File: config.mk
export PLATFORM = sky130hd
export DESIGN_NAME = completed_prediction_writer
export DESIGN_NICKNAME = d
export VERILOG_FILES = /design/src/rtl/completed_prediction_writer.sv
export SDC_FILE = /design/constraint.sdc
export NUM_CORES = 1
export LEC_CHECK = 0
export CAP_MARGIN = 30
export CELL_PAD_IN_SITES_DETAIL_PLACEMENT = 0
export CELL_PAD_IN_SITES_GLOBAL_PLACEMENT = 1
export CORE_AREA = 4 4 104 106
export CTS_CLUSTER_DIAMETER = 40
export DETAILED_ROUTE_END_ITERATION = 8
export DIE_AREA = 0 0 108 110
export PLACE_DENSITY = 0.78
export RECOVER_POWER = 100
export SETUP_SLACK_MARGIN = 0.05
export SLEW_MARGIN = 0
export SYNTH_ARGS = -nofsm -noshare
export SYNTH_HDL_FRONTEND = slang
export SYNTH_SLANG_ARGS = --single-unit
export TNS_END_PERCENT = 100
File: constraint.sdc
create_clock -name clock -period 1.6 [get_ports clock]
set_input_delay 0.4 -clock clock [delete_from_list [all_inputs] [get_ports clock]]
set_output_delay 0.4 -clock clock [all_outputs]
set_load 0.03 [all_outputs]
File: src/rtl/completed_prediction_writer.sv
`default_nettype none
// ============================================================================
// Module   : completed_prediction_writer
// Purpose  : Collects forward/backward prediction samples, selects (or
//            averages) them per the transfer mode, packs two consecutive
//            8-bit results into one 16-bit word and writes the words to a
//            1024-entry buffer starting at a base address.
// Revision : 1.0 - initial release
// ----------------------------------------------------------------------------
// Ports
//   clock            in   1   sole clock, rising edge
//   resetn           in   1   asynchronous active-low reset
//   Start_I          in   1   transfer start pulse (honoured only when idle)
//   Base_Address_I   in  10   first word address
//   Word_Count_I     in  10   words to write, 0 encodes 1024
//   Mode_I           in   2   00 fwd, 01 bwd, 10 average, 11 treated as fwd
//   Pixel_Valid_I    in   1   forward/backward samples present
//   Forward_Pixel_I  in   8   forward prediction sample
//   Backward_Pixel_I in   8   backward prediction sample
//   Pixel_Ready_O    out  1   sample accepted this cycle when valid
//   Write_En_O       out  1   buffer write strobe
//   Address_O        out 10   buffer word address
//   Data_O           out 16   {odd byte, even byte}
//   Busy_O           out  1   transfer in progress
//   Done_O           out  1   one-cycle pulse after final word write
// ============================================================================
module completed_prediction_writer (
  input  logic        clock,
  input  logic        resetn,
  input  logic        Start_I,
  input  logic [9:0]  Base_Address_I,
  input  logic [9:0]  Word_Count_I,
  input  logic [1:0]  Mode_I,
  input  logic        Pixel_Valid_I,
  input  logic [7:0]  Forward_Pixel_I,
  input  logic [7:0]  Backward_Pixel_I,
  output logic        Pixel_Ready_O,
  output logic        Write_En_O,
  output logic [9:0]  Address_O,
  output logic [15:0] Data_O,
  output logic        Busy_O,
  output logic        Done_O
);

  typedef enum logic [1:0] {
    IDLE  = 2'd0,
    LOW   = 2'd1,
    HIGH  = 2'd2,
    FLUSH = 2'd3
  } state_t;

  localparam logic [1:0] C_MODE_FWD = 2'b00;
  localparam logic [1:0] C_MODE_BWD = 2'b01;
  localparam logic [1:0] C_MODE_AVG = 2'b10;

  state_t      state_q, state_d;
  logic [9:0]  addr_q,  addr_d;
  logic [9:0]  count_q, count_d;
  logic [1:0]  mode_q,  mode_d;
  logic [7:0]  low_q,   low_d;
  logic        we_q,    we_d;
  logic [9:0]  waddr_q, waddr_d;
  logic [15:0] data_q,  data_d;
  logic        done_q,  done_d;

  logic        ready_w;
  logic        accept_w;
  logic [8:0]  avg_sum_w;
  logic [7:0]  pixel_w;

  assign ready_w  = (state_q == LOW) || (state_q == HIGH);
  assign accept_w = ready_w && Pixel_Valid_I;

  // 9-bit sum so 255+255+1 does not overflow; dropping bit 0 is the >>1.
  assign avg_sum_w = {1'b0, Forward_Pixel_I} + {1'b0, Backward_Pixel_I} + 9'd1;

  always_comb begin
    case (mode_q)
      C_MODE_BWD: pixel_w = Backward_Pixel_I;
      C_MODE_AVG: pixel_w = avg_sum_w[8:1];
      default:    pixel_w = Forward_Pixel_I;
    endcase
  end

  always_comb begin
    state_d = state_q;
    addr_d  = addr_q;
    count_d = count_q;
    mode_d  = mode_q;
    low_d   = low_q;
    we_d    = 1'b0;
    waddr_d = waddr_q;
    data_d  = data_q;
    done_d  = 1'b0;
    case (state_q)
      IDLE: begin
        if (Start_I) begin
          addr_d  = Base_Address_I;
          count_d = Word_Count_I;
          // Reserved mode folds onto forward at load time so the datapath
          // only ever sees three encodings.
          mode_d  = (Mode_I == 2'b11) ? C_MODE_FWD : Mode_I;
          state_d = LOW;
        end
      end
      LOW: begin
        if (accept_w) begin
          low_d   = pixel_w;
          state_d = HIGH;
        end
      end
      HIGH: begin
        if (accept_w) begin
          we_d    = 1'b1;
          waddr_d = addr_q;
          data_d  = {pixel_w, low_q};
          addr_d  = addr_q + 10'd1;
          // Count of 0 means 1024: decrementing 0 yields 1023 and the
          // transfer still ends when the count reaches 1.
          count_d = count_q - 10'd1;
          state_d = (count_q == 10'd1) ? FLUSH : LOW;
        end
      end
      FLUSH: begin
        done_d  = 1'b1;
        state_d = IDLE;
      end
      default: state_d = IDLE;
    endcase
  end

  always_ff @(posedge clock or negedge resetn) begin
    if (!resetn) begin
      state_q <= IDLE;
      addr_q  <= 10'd0;
      count_q <= 10'd0;
      mode_q  <= 2'd0;
      low_q   <= 8'd0;
      we_q    <= 1'b0;
      waddr_q <= 10'd0;
      data_q  <= 16'd0;
      done_q  <= 1'b0;
    end else begin
      state_q <= state_d;
      addr_q  <= addr_d;
      count_q <= count_d;
      mode_q  <= mode_d;
      low_q   <= low_d;
      we_q    <= we_d;
      waddr_q <= waddr_d;
      data_q  <= data_d;
      done_q  <= done_d;
    end
  end

  assign Pixel_Ready_O = ready_w;
  assign Write_En_O    = we_q;
  assign Address_O     = waddr_q;
  assign Data_O        = data_q;
  assign Busy_O        = (state_q != IDLE);
  assign Done_O        = done_q;

endmodule
`default_nettype wire

* After elaboration in Yosys (flattened, before gate mapping) *
Cells that the tools add are included.

storage, ports and cells
  bits in registers = 60
  bits of input ports = 42
  output and inout bits = 30
  logic and storage cells = 49

cells by class
  $add $sub $neg = 4
  eq/ne operators = 10
  muxes and demuxes = 16
  reduce and logical (&&, ||, !) cells = 10

operators by type and width
  kind                                                                   number
  10-bit 2-to-1 mux                                                      4
  10-bit case mux with 2 select lines                                    2
  8-bit case mux with 2 select lines                                     1
  10-bit by 1-bit adder with 10-bit output (second input constant)       1
  10-bit by 1-bit == test with 1-bit output (second input constant)      1
  2-bit 2-to-1 mux                                                       5
  10-bit by 1-bit subtractor with 10-bit output (second input constant)  1
  8-bit by 8-bit adder with 9-bit output                                 1
  9-bit by 1-bit adder with 9-bit output (second input constant)         1
  2-bit == test (second input constant)                                  4
  2-bit case mux with 4 select lines                                     1
  2-bit != test (second input constant)                                  3
  2-bit AND reduction                                                    3
  3-bit AND reduction                                                    2
  2-bit by 1-bit == test with 1-bit output (second input constant)       2
  2-bit nonzero test                                                     2
  1-bit 2-to-1 mux                                                       3
  2-bit logical NOT                                                      1
  1-bit logical AND                                                      1
  1-bit logical OR                                                       1

* Depth between registers and ports, before layout *
  word-level depth = 5
  depth in mapped cells = 9
  mapped depth without buffers = 7

* Least setup slack after synthesis *
Ideal clock, no wire load.

  path kind = input to register
  start = input port Forward_Pixel_I[2]
  end = register data_q[14] (netlist: Data_O[14])
  library setup time = 0.141 ns
  arrival time = 1.567 ns
  data required time = 1.459 ns
  slack = -0.109 ns
  stages = 6
  path buffers = 0
  cells stage by stage = ha_1 -> a21oi_1 -> a211oi_1 -> or3_1 -> nand3_1 -> a31oi_1

on the way
  word-level cells in the longest chain between the ends = 3

ends and longest elaborated chain
  item                                    line  text
  from (decl)                             35    input logic [7:0] Forward_Pixel_I,
  8-bit by 8-bit adder with 9-bit output  75    assign avg_sum_w = {1'b0, Forward_Pixel_I} + {1'b0, Backward_Pixel_I} + 9'd1;
  9-bit by 1-bit adder with 9-bit output  75
  8-bit case mux with 2 select lines      78    case (mode_q)
  to (signal assigned)                    151   data_q <= data_d;
  to (decl)                               63    logic [15:0] data_q, data_d;

Every way passes these cells.
A chain may end at the register's enable or synchronous reset.

* Worst setup path in the final report *
  start = register state_q[1]
  end = register count_q[9]

on the way
  word-level cells in the longest chain between the ends = 5
  elaborated cells on any way between the ends = 10
  those cells by class = 4 x eq/ne; 1 x mux; 5 x reduce/logical

ends and longest elaborated chain
  item                                                                       line    text
  from (decl)                                                                56      state_t state_q, state_d;
  from (signal assigned)                                                     144     state_q <= state_d;
  2-bit by 1-bit == test with 1-bit output or 2-bit == test (tied branches)  71, 95
  1-bit logical OR                                                           71      assign ready_w = (state_q == LOW) || (state_q == HIGH);
  1-bit logical AND                                                          72      assign accept_w = ready_w && Pixel_Valid_I;
  2-bit != test (no line)                                                    --
  3-bit AND reduction (no line)                                              --
  to (signal assigned)                                                       146     count_q <= count_d;
  to (decl)                                                                  58      logic [9:0] count_q, count_d;

Several ways; a longest one is shown, not always the timed one.

==> run_results.csv <==
group,metric,value,unit
timing,final_period_minus_worst_setup_slack,1720,ps
grt,first_global_vias,3382,
cts,cts_htree_levels,3,
grt,grt_antenna_before_repair,0,
power,vdd.ir_drop.worst,0.00117,V
cts,cts_tree,"done",
timing,finalCritPeriodShare,107,%
timing,final_slew_viol_count,0,
power,combinationalPowerShare,64.9,%
power,power_leakage,2.58,nW
cells_and_area,final_nets,588,
floorplan,num_rows,36,
placed_design,placed_area,4630,sq um
cells_and_area,register_area,1500,sq um
cts,cts_buffers,9,
cells_and_area,share_of_the_core_filled_with_cells_in_the_final_layout,59.0,%
power,switchingPower,0.00546,W
synthesis,post_synth_xor_xnor_area,0.266,%
placed_design,io_buffers,71,
timing,final_critical_path_setup_slack,-116,ps
setup_path,worstPathArrival,1940,ps
timing,hold_ws,281,ps
cts,cts.path.max_buffers,2,
drt,first_pass_detailed_route_iteration_total,4,
power,share_seq_of_total_power,24.2,%
synthesis,ys_seq_elements,60,
synthesis,synth_simple_gate_area_share,20.4,%
drt,detail_route.wirelength,10500,microns
synthesis,yosys.cell_types.count,46,
synthesis,main_combinational_cell_family_by_area_after_synthesis,"compound AO/OA/AOI/OAI gates",
timing,slew-limit-headroom,43.7,%
drt,post_drt_via_cell_ratio,5.10,
floorplan,fp.coreArea,9770,sq um
setup_path,worstPathMaxFanout,5,
synthesis,synth.area.mux_share,1.22,%
hold_path,worst_hold_path_type,"in2async",
synthesis,synthCells,376,
floorplan,starting_utilization_of_the_core_area,33.6,%
floorplan,die_x,108,microns
drt,dr_total_vias,3403,
synthesis,synth_nets,435,
status,violations_in_the_final_reports,"setup timing",
setup_path,worst-endpoint-required,1820,ps
cells_and_area,syn2layout_area_growth,75.4,%
drt,post_drt_wl_per_cell,15.8,microns
cells_and_area,layout-drive-gt1-share,46.4,%
timing,max_slew.worst_pin.slew,845,ps
cells_and_area,nFillCells,880,
setup_path,end_kind,"flop",
grt,first_pass_grt_wire_length,16000,microns
cells_and_area,n_antenna_cell,0,
cts,postCtsHoldBufs,0,
timing,unrepaired_setup_endpoints_after_global_routing,"yes",
timing,worst_skew,9.93,ps
run,maxCapViolations,0,
status,outcome,"finished, violations left",
synthesis,synth_adder_area_share,6.70,%
power,share_clk_of_total_power,10.9,%
drt,starting_drt_drc_count,113,
cts,insertion_delay,340,ps
cells_and_area,final_cell_area,5770,sq um
grt,grt_overflow_total,0,
grt,pin_count_of_the_biggest_net_entering_global_routing,61,
floorplan,floorplan.io_pins,72,
power,intPower,0.00680,W
power,design_power_total,0.0123,W
placed_design,routabilityCongestion,0.896,
floorplan,die_height,110,microns
grt,track_usage,16.9,%
power,p_per_area,2130,nW/um^2
timing,hold_violations,0,
placed_design,hpwl,6740,microns
setup_path,startpoint_class_of_the_critical_path,"flop",
setup_path,timing_worst_setup_path_type,"reg2reg",
synthesis,synth-compound-area-share,21.4,%
synthesis,post_synth.cell_area_avg,8.74,sq um
floorplan,die-area,11900,sq um
synthesis,seq_area_frac_synth,45.7,%
drt,route.detailed.drc,0,
timing,max_clock_freq,0.583,GHz
drt,ant_nets,0,
power,swShare,44.5,%
synthesis,synthesis.yosys.warnings,0,
cts,clkSlewWorstSetupHoldPaths,70,ps
cts,clockRootBuffer,"clkbuf_8",
synthesis,synth.cell_area,3290,sq um
cells_and_area,multi_input_area,2270,sq um
cts,clock_sink_count,60,
timing,setup_viol_count_final,34,
==> routing by layer <==
metal  GRT usage, %  wire length (microns)  vias to the layer above  part of all wire (%)
met3           4.25                    627                       15                   5.9
met2           29.2                   5400                      106                    51
met5              0                      0                        -                     0
li1               -                      -                     1648                     -
met4           4.33                    194                        0                   1.8
met1           21.2                   4320                     1634                    41
==> state kept, by name, summed over array words and instances (netlist names) <==
name / flops
Address_O: 10
Done_O: 1
addr_q: 10
mode_q: 2
low_q: 8
state_q: 2
Data_O: 16
Write_En_O: 1
count_q: 10
==> worst max-delay path, cell delays in order (launching register included) <==
cell	delay, ps
dfrtp_1	410
inv_2	70
ha_4	170
buf_6	130
nand2b_4	80
o211ai_1	80
buf_4	160
buf_6	130
a221o_2	370
==> synthesized netlist by cell type (all sizes together) <==
cell,number,area (sq um)
nand2,88,330
dfrtp,60,1500
o21ai,36,180
a21oi,33,165
ha,16,200
inv,16,60.1
nand3,14,70.1
nor2,13,48.8
a31oi,10,62.6
buf,9,47.5
o22ai,9,56.3
clkbuf,8,30.0
and3,6,37.5
nand2b,6,37.5
nor3,6,35.0
a2bb2oi,4,35.0
mux2i,4,40.0
a221o,3,31.3
o21a,3,22.5
a211oi,2,15.0
a21o,2,15.0
a22oi,2,15.0
a311oi,2,17.5
nand3b,2,15.0
nor2b,2,12.5
nor3b,2,31.3
nor4,2,12.5
o211a,2,20.0
o211ai,2,15.0
a221oi,1,8.76
a22o,1,8.76
a31o,1,8.76
a41oi,1,8.76
clkinv,1,3.75
fa,1,20.0
nor4b,1,23.8
o2bb2ai,1,8.76
o31a,1,8.76
or3,1,6.26
or3b,1,11.3
xnor2,1,8.76
==> per-stage QoR <==
stage,cells,setup TNS (ps),setup WS [ps]
3_3_place_gp,619,-17880,-740
3_5_place_dp,619,-18640,-773
5_1_grt,667,-5710,-229
2_1_floorplan,376,0,3.48
6_report,667,-2000,-116
4_1_cts,649,-1140,-121
==> layout make-up <==
cell class              count  area share (%)
clock buffers               9            2.15
clock inverters             7            1.17
inverters                  17            1.50
multi-input cells         282            39.4
flip-flops and latches     60            26.1
well taps                 133            2.89
repair buffers            159            26.9
==> cells by family (layout without fill, tap and decap cells) <==
| group | after synthesis | in the layout |
|---|---|---|
| AO/OA/AOI/OAI | 116 | 116 |
| XOR/XNOR | 1 | 1 |
| flip-flops | 60 | 60 |
| multiplexers | 4 | 4 |
| adder cells (fa/ha/maj) | 17 | 17 |
| AND/OR/NAND/NOR | 144 | 144 |
| buffers and inverters | 34 | 192 |
==> what timing repair did <==
action / in CTS / in global routing
resized for setup: 97 / 192
gates cloned: 2 / 4
buffers inserted: 12 / 18
pin swaps: 31 / 59
setup endpoints to repair: 66 / 68
==> power by group through the flow <==
stage	Clock, W	Sequential, W	Combinational [W]
after floorplan	0	0.00344	0.00281
after global placement	0	0.00285	0.00556
after detailed placement	0	0.00287	0.00565
after CTS	0.00138	0.00284	0.00619
after global routing	0.00144	0.00308	0.00855
final	0.00134	0.00296	0.00795
==> cell usage in the layout (no fill, tap or decap), types with 9 or more instances in the layout <==
master and n:
dfrtp_1 59, nand2_1 50, buf_4 47, buf_6 31
nand2_2 28, clkdlybuf4s50_1 24, dlygate4sd2_1 24, a21oi_1 20
o21ai_1 15, a21oi_2 11, ha_4 11, o21ai_2 10
o21ai_0 10, clkbuf_8 9
==> worst paths after layout <==
path                                                from                        to  slack, ps  depth (start not counted)
min in group clock                    Forward_Pixel_I[0]      low_q[0]$_DFFE_PN0P_        450                          4
worst max register to register    state_q[1]$_DFFE_PN0P_    count_q[9]$_DFFE_PN0P_       -120                          8
max in group asynchronous                         resetn     addr_q[0]$_DFFE_PN0P_        730                          2
worst min-delay path                              resetn    count_q[6]$_DFFE_PN0P_        280                          2
worst max-delay path              state_q[1]$_DFFE_PN0P_    count_q[9]$_DFFE_PN0P_       -120                          8
worst min register to register  Address_O[7]$_DFFE_PN0P_  Address_O[7]$_DFFE_PN0P_        460                          2
Note: power is estimated with default switching activity, not from simulation.
